==> src/rtl/store_serializer.sv <==
// Purpose : serialise a 1/2/4/8-byte store into single-byte writes to an 8-bit data memory.
// Latency : accept at edge N, bytes in cycles N+1..N+n, done in N+n+1, ready again in N+n+2.
// Backpressure: req_ready only in IDLE; mem_stall freezes the current byte and adds one cycle each.
module store_serializer #(
    parameter int ADDR_W = 64
) (
    input  logic              clk,
    input  logic              reset,
    input  logic              req_valid,
    output logic              req_ready,
    input  logic [ADDR_W-1:0] req_addr,
    input  logic [63:0]       req_data,
    input  logic [1:0]        req_size,
    output logic              mem_we,
    output logic [ADDR_W-1:0] mem_addr,
    output logic [7:0]        mem_wdata,
    input  logic              mem_stall,
    output logic              done,
    output logic              err
);

    localparam logic [1:0] S_IDLE  = 2'd0;
    localparam logic [1:0] S_WRITE = 2'd1;
    localparam logic [1:0] S_DONE  = 2'd2;

    // Registered request; only loaded on an accepting edge so inputs are
    // free to change while a store is in flight.
    logic [1:0]        r_state;
    logic [ADDR_W-1:0] r_addr;
    logic [63:0]       r_data;
    logic [1:0]        r_size;
    logic [2:0]        r_idx;
    logic              r_err;

    logic              w_accept;
    logic              w_misaligned;
    logic              w_last_byte;
    logic              w_byte_done;
    logic [2:0]        w_last_idx;

    // A store of 2^size bytes must sit on a 2^size-byte boundary.
    function automatic logic is_misaligned(input logic [2:0] a_lo, input logic [1:0] sz);
        logic r;
        case (sz)
            2'b00:   r = 1'b0;
            2'b01:   r = a_lo[0];
            2'b10:   r = |a_lo[1:0];
            default: r = |a_lo;
        endcase
        return r;
    endfunction

    // Index of the final byte for a given size (n-1).
    function automatic logic [2:0] last_index(input logic [1:0] sz);
        logic [2:0] r;
        case (sz)
            2'b00:   r = 3'd0;
            2'b01:   r = 3'd1;
            2'b10:   r = 3'd3;
            default: r = 3'd7;
        endcase
        return r;
    endfunction

    // Handshake, alignment and byte-progress decode.
    always_comb begin
        w_accept     = req_valid && (r_state == S_IDLE);
        w_misaligned = is_misaligned(req_addr[2:0], req_size);
        w_last_idx   = last_index(r_size);
        w_last_byte  = (r_idx == w_last_idx);
        w_byte_done  = (r_state == S_WRITE) && !mem_stall;
    end

    // Control FSM and request capture; reset wins over any pending request.
    always_ff @(posedge clk) begin
        if (reset) begin
            r_state <= S_IDLE;
            r_addr  <= '0;
            r_data  <= '0;
            r_size  <= 2'b00;
            r_idx   <= 3'd0;
            r_err   <= 1'b0;
        end else begin
            case (r_state)
                S_IDLE: begin
                    if (w_accept) begin
                        r_addr  <= req_addr;
                        r_data  <= req_data;
                        r_size  <= req_size;
                        r_idx   <= 3'd0;
                        r_err   <= w_misaligned;
                        r_state <= w_misaligned ? S_DONE : S_WRITE;
                    end
                end
                S_WRITE: begin
                    if (w_byte_done) begin
                        if (w_last_byte) begin
                            r_state <= S_DONE;
                        end else begin
                            r_idx <= r_idx + 3'd1;
                        end
                    end
                end
                S_DONE: begin
                    r_state <= S_IDLE;
                end
                default: begin
                    r_state <= S_IDLE;
                end
            endcase
        end
    end

    // Outputs decode from state only; address wraps naturally at ADDR_W bits,
    // and only bytes 0..n-1 are ever selected so upper data bytes never appear.
    always_comb begin
        req_ready = (r_state == S_IDLE);
        mem_we    = (r_state == S_WRITE);
        done      = (r_state == S_DONE);
        err       = (r_state == S_DONE) && r_err;
        mem_addr  = '0;
        mem_wdata = 8'h00;
        if (r_state == S_WRITE) begin
            mem_addr  = r_addr + ADDR_W'(r_idx);
            mem_wdata = r_data[{r_idx, 3'b000} +: 8];
        end
    end

endmodule

==> config.mk <==
export PLATFORM = sky130hd
export DESIGN_NAME = store_serializer
export DESIGN_NICKNAME = d
export VERILOG_FILES = /design/src/rtl/store_serializer.sv
export SDC_FILE = /design/constraint.sdc
export NUM_CORES = 1
export LEC_CHECK = 0
export ABC_CLOCK_PERIOD_IN_PS = 9200
export CAP_MARGIN = 5
export CORE_UTILIZATION = 51
export CTS_CLUSTER_DIAMETER = 100
export DETAILED_ROUTE_END_ITERATION = 10
export PLACE_DENSITY = 0.86
export RECOVER_POWER = 50
export SLEW_MARGIN = 20
export SYNTH_ARGS = -nofsm -noshare
export SYNTH_HDL_FRONTEND = slang
export SYNTH_SLANG_ARGS = --single-unit
==> constraint.sdc <==
create_clock -name clk -period 9.2 [get_ports clk]
set_clock_uncertainty 0.05 [all_clocks]
set_input_delay 2.76 -clock clk [delete_from_list [all_inputs] [get_ports clk]]
set_output_delay 2.76 -clock clk [all_outputs]
set_load 0.03 [all_outputs]
== Word level (Yosys, flattened, before mapping) ==
Index checks and enable logic that the tools add are counted.
Widths: inputs -> output; s select.

* Register bits after elaboration: 136
* Logic and storage cells: 46

* Add/subtract/negate cells: 2
* Equality and inequality tests: 11
* Shift-type cells: 1
* Muxes and demuxes: 13
* Reduce and logical (&&, ||, !) cells: 13

{| class="wikitable"
|+ Operators by type and width
! cell !! count
|-
| $add 64x3->64 || 1
|-
| $mux 64 || 1
|-
| $shiftx 64x7->8 || 1
|-
| $mux 3 || 3
|-
| $pmux 3 s3 || 1
|-
| $mux 2 || 4
|-
| $mux 8 || 1
|-
| $eq 2x1->1 const B || 3
|-
| $eq 2x2->1 const B || 3
|-
| $logic_not 2->1 || 3
|-
| $ne 2x1->1 const B || 3
|-
| $pmux 3 s2 || 1
|-
| $pmux 2 s2 || 1
|-
| $reduce_and 4->1 || 1
|-
| $add 3x1->3 const B || 1
|-
| $eq 3x3->1 || 1
|-
| $logic_and 1x1->1 || 3
|-
| $pmux 1 s3 || 1
|-
| $reduce_and 3->1 || 1
|-
| $reduce_or 3->1 || 1
|-
| $ne 2x2->1 const B || 1
|-
| $reduce_and 2->1 || 1
|-
| $reduce_bool 2->1 || 1
|-
| $reduce_or 2->1 || 1
|-
| $logic_not 1->1 || 1
|}

== Logic depth before layout (Yosys ltp) ==
* Depth in word-level cells: 6
* Mapped depth: 11
* Mapped depth without buffers: 8

== Worst setup path after synthesis ==
OpenSTA, ideal clock, no wires.

* Kind: flip-flop to output port
* Start: register r_idx[1]
* End: output mem_addr[48]
* Data arrival time: 3612 ps
* Path slack: 2778 ps
* Stages on the path, launching flop included: 11
* Path buffers: 3
* Cells stage by stage: dfxtp_1 > clkbuf_1 > buf_1 > inv_1 > fa_1 > nand2b_1 > a211o_1 > or4b_1 > clkbuf_2 > or3_1 > a21oi_1

* Cells in the longest elaborated chain, start to end: 2

{| class="wikitable"
|+ Ends and longest elaborated chain
! element !! RTL line !! source
|-
| start: declaration || 32 || <nowiki>logic [2:0] r_idx;</nowiki>
|-
| start signal: assignment || 100 || <nowiki>r_idx <= r_idx + 3'd1;</nowiki>
|-
| $add 64x3->64 || 124 || <nowiki>mem_addr = r_addr + ADDR_W'(r_idx);</nowiki>
|-
| $mux 64 || 123 || <nowiki>if (r_state == S_WRITE) begin</nowiki>
|-
| end: declaration || 15 || <nowiki>output logic [ADDR_W-1:0] mem_addr,</nowiki>
|}

No other way between the ends.

== Worst setup path after layout ==
* Start: register r_idx[1]
* End: output mem_addr[60]

The elaborated chain is that of the path after synthesis.

==> impl_results.rst <==
.. list-table::
   :header-rows: 1

   * - Metric
     - Value
   * - H-tree Lvls
     - 4
   * - Kind of capture point of the worst setup path
     - output pin
   * - Syn. warnings
     - 0
   * - Reported net switching power
     - 430 uW
   * - Place WS
     - 1.91 ns
   * - Clock sinks
     - 136
   * - GRT Total Usage
     - 28.4%
   * - Commonest cells after routing, fill and taps aside
     - 284 x sky130_fd_sc_hd__nand2_1, 203 x sky130_fd_sc_hd__clkdlybuf4s50_1, 167 x sky130_fd_sc_hd__a21oi_1
   * - Number of global-route vias before repair
     - 6,648
   * - Number of buffers added on ports
     - 209
   * - Fraction of power consumed by sequential logic
     - 42.3%
   * - Switching portion of total power
     - 27.1%
   * - Data arrival time of the worst path
     - 4.92 ns
   * - Failing checks
     - max-capacitance violations, max-slew violations
   * - Final ANT Viol Nets
     - 0
   * - Clk_lat worst skew
     - 0.42 ns
   * - Leak pwr
     - 3.21 nW
   * - Worst Hold Slack
     - 0.403 ns
   * - Reg-to-reg startpoint
     - r_state[0]
   * - Total Power
     - 1.59 mW
   * - Final setup violation count
     - 0
   * - Global routing met1 resource utilization
     - 35.4%
   * - Postcts setup bufs
     - 0
   * - CP Launch Type
     - flip-flop
   * - Number of vias in the routed layout
     - 7,333
   * - Starting density of the core
     - 52.6%
   * - Half-perimeter wire length after detailed placement
     - 13,900 microns
   * - Type of the tightest min-delay check
     - flip-flop to flip-flop
   * - Initial antenna violation count
     - 0
   * - Pwr Density
     - 164 nW/um^2
   * - Count of flip-flops with a built-in enable after synthesis
     - 0
   * - Slew at the pin closest to its max-slew limit
     - 3.30 ns
   * - Tightest slew margin relative to the limit
     - -120%
   * - Combinational power share
     - 15.0%
   * - Cell Int Power
     - 1.16 mW
   * - Floorplan Core Area
     - 13,300 sq um
   * - Final hold violations
     - 0
   * - Achievable Freq
     - 0.129 GHz
   * - Count of cell types in the netlist
     - 48
   * - Seq/Total Area, Yosys
     - 38.9%
   * - Number of buffers inserted during clock tree synthesis
     - 17
   * - Post-synthesis average cell area
     - 7.34 sq um
   * - Site row count
     - 42
   * - Final GP Congestion
     - 0.880
   * - Global-route met2 utilization
     - 47.6%
   * - Count of TritonRoute iterations in the first routing pass
     - 6
   * - Met3 track utilization from global routing
     - 6.32%
   * - Wire length per cell after detailed routing
     - 15.3 microns
   * - DR vias/cell
     - 5.60
   * - CTS tree
     - yes
   * - Clock-pin slew on the worst setup and hold paths
     - 0.06 ns
   * - Area of the die
     - 14,200 sq um
   * - Synth Instances
     - 953
   * - Setup TNS Final
     - 0 ns
   * - Post-route setup slack
     - 1.47 ns
   * - Worst VDD drop
     - 115 uV
   * - Share of flip-flops with an asynchronous set or reset
     - 0%
   * - Worst Path Required
     - 6.39 ns
   * - Share of post-route cells with drive strength above 1
     - 5.29%
   * - CP max FO
     - 23
   * - Global-route wire length before repair
     - 32,100 microns
   * - Detailed-route DRC error count
     - 0
   * - Flops & latches, synth
     - 136
   * - Largest net degree at the start of global routing
     - 90
   * - Initial detailed-routing violation count
     - 748
   * - Run status
     - finished, violations left
   * - Max-slew violation total from the final report
     - 276
   * - Die Span Y
     - 119 microns
   * - Final Net Count
     - 1,260
   * - Number of ports placed on the die boundary
     - 210
   * - P&R area growth vs syn
     - 38.4%
   * - Commonest non-fill, non-tap cell in the layout
     - sky130_fd_sc_hd__nand2_1
   * - Final WL
     - 20,100 microns
   * - Number of max-cap violations
     - 4
   * - Post-route minimum period
     - 7.73 ns
   * - Cts repair resizes
     - 0
   * - Util after Layout
     - 72.8%
   * - Hold-fix buffer count after cts
     - 0
   * - CP startpoint
     - r_idx[1]
   * - Beginning of the worst hold path
     - r_data[58]
   * - Horizontal extent of the die
     - 119 microns
   * - Post-Syn Nets
     - 1,092
   * - Share of the cycle needed by the critical path after routing
     - 84.0%
   * - Max clock buf depth
     - 2
   * - Clock network power share
     - 42.7%
   * - Cell area after technology mapping
     - 7000 sq um
   * - RSZ-0062 raised after global routing
     - false
   * - Startpoint-to-endpoint class of the critical path
     - flip-flop to output pin
   * - Number of antenna cells inserted
     - 0
   * - Clock root buffer
     - sky130_fd_sc_hd__clkbuf_16
   * - Busiest layer in global routing
     - met2
   * - Global-route congestion overflow total
     - 0
   * - Most used flip-flop cell after synthesis
     - sky130_fd_sc_hd__dfxtp_1
[through the flow]
| step | std cells | cell area (sq um) |
|---|---|---|
| 5_1_grt | 1310 | 9680 |
| 2_1_floorplan | 953 | 7000 |
| 6_report | 1310 | 9680 |
| 4_1_cts | 1310 | 9700 |
| 3_3_place_gp | 1278 | 9110 |
| 3_5_place_dp | 1278 | 9110 |
[power groups by stage]
stage	Combinational [mW]	Sequential, mW	Clock (mW)
2_1_floorplan	0.140	0.670	0
3_3_place_gp	0.231	0.680	0
3_5_place_dp	0.235	0.682	0
4_1_cts	0.237	0.670	0.684
5_1_grt	0.263	0.677	0.711
6_report	0.239	0.672	0.677
[Yosys cell counts, types with 2 or more instances]
cell type	count	share of area [%]
sky130_fd_sc_hd__nand2_1	285	15
sky130_fd_sc_hd__a21oi_1	167	12
sky130_fd_sc_hd__dfxtp_1	136	39
sky130_fd_sc_hd__clkbuf_1	52	2.8
sky130_fd_sc_hd__nor2_1	51	2.7
sky130_fd_sc_hd__o21ai_0	31	2.2
sky130_fd_sc_hd__nand4_1	27	2.4
sky130_fd_sc_hd__or3_1	26	2.3
sky130_fd_sc_hd__nand3_1	18	1.3
sky130_fd_sc_hd__inv_1	16	0.86
sky130_fd_sc_hd__mux4_2	16	5.1
sky130_fd_sc_hd__xnor2_1	15	1.9
sky130_fd_sc_hd__nor4_1	14	1.3
sky130_fd_sc_hd__xor2_1	14	1.8
sky130_fd_sc_hd__buf_1	9	0.48
sky130_fd_sc_hd__mux2i_1	8	1.1
sky130_fd_sc_hd__and3_1	6	0.54
sky130_fd_sc_hd__ha_1	4	0.72
sky130_fd_sc_hd__nand3b_1	4	0.43
sky130_fd_sc_hd__nor3_1	4	0.29
sky130_fd_sc_hd__or4_1	4	0.43
sky130_fd_sc_hd__a211oi_1	3	0.32
sky130_fd_sc_hd__and2_1	3	0.27
sky130_fd_sc_hd__and4_1	3	0.38
sky130_fd_sc_hd__nor2b_1	3	0.27
sky130_fd_sc_hd__or3b_2	3	0.38
sky130_fd_sc_hd__a211o_1	2	0.25
sky130_fd_sc_hd__a21boi_0	2	0.21
sky130_fd_sc_hd__a21o_1	2	0.21
sky130_fd_sc_hd__buf_2	2	0.14
sky130_fd_sc_hd__clkbuf_2	2	0.14
sky130_fd_sc_hd__nand2b_1	2	0.18
sky130_fd_sc_hd__o211ai_1	2	0.21
sky130_fd_sc_hd__o21a_1	2	0.21
sky130_fd_sc_hd__or2_2	2	0.18
[layer usage]
metal | vias to the layer above | routed length, microns
met5 | - | 0
met4 | 0 | 557
li1 | 3606 | -
met2 | 311 | 9860
met1 | 3374 | 8270
met3 | 42 | 1390
[registers in the layout, summed over array words and instances (netlist names)]
register,cells
r_state,2
r_idx,3
r_addr,64
r_size,2
r_err,1
r_data,64
[critical path, cell delays in order (launching register included)]
cell and delay (ns):
sky130_fd_sc_hd__dfxtp_1 0.96, sky130_fd_sc_hd__inv_1 0.19, sky130_fd_sc_hd__fa_1 0.47, sky130_fd_sc_hd__nand2b_1 0.21, sky130_fd_sc_hd__a211o_1 0.50, sky130_fd_sc_hd__or4b_1 0.86
sky130_fd_sc_hd__or3_1 0.44, sky130_fd_sc_hd__a21oi_1 0.16, sky130_fd_sc_hd__clkdlybuf4s50_1 0.71
[final timing paths]
kind / endpoint / slack [ns] / cells past startpoint
worst max-delay path: mem_addr[60] / 1.47 / 8
worst min-delay path: r_data[58] / 0.40 / 2
worst max register to register: r_data[48] / 4.00 / 5
worst min register to register: r_data[58] / 0.40 / 2
[layout make-up]
class                           count  area (sq um)
Multi-Input combinational cell    736          3980
Fill cell                        1040          3610
Sequential cell                   136          2720
Timing Repair Buffer              214          2120
Clock buffer                       20           447
Tap cell                          176           220
Clock inverter                     12           141
Inverter                           16          60.1
[kinds of logic (layout without fill, tap and decap cells)]
family | after synthesis | in the layout | synth area share, %
AOI/OAI and AO/OA | 216 | 216 | 16.1
xor gates and xnor gates | 29 | 29 | 3.63
and+or+nand+nor | 461 | 461 | 29.5
DFF | 136 | 136 | 38.9
buffers and inverters | 81 | 262 | 4.42
adders and majority gates | 5 | 5 | 1.00
muxes | 25 | 25 | 6.45
No activity file was read; power rests on OpenSTA's default activity.
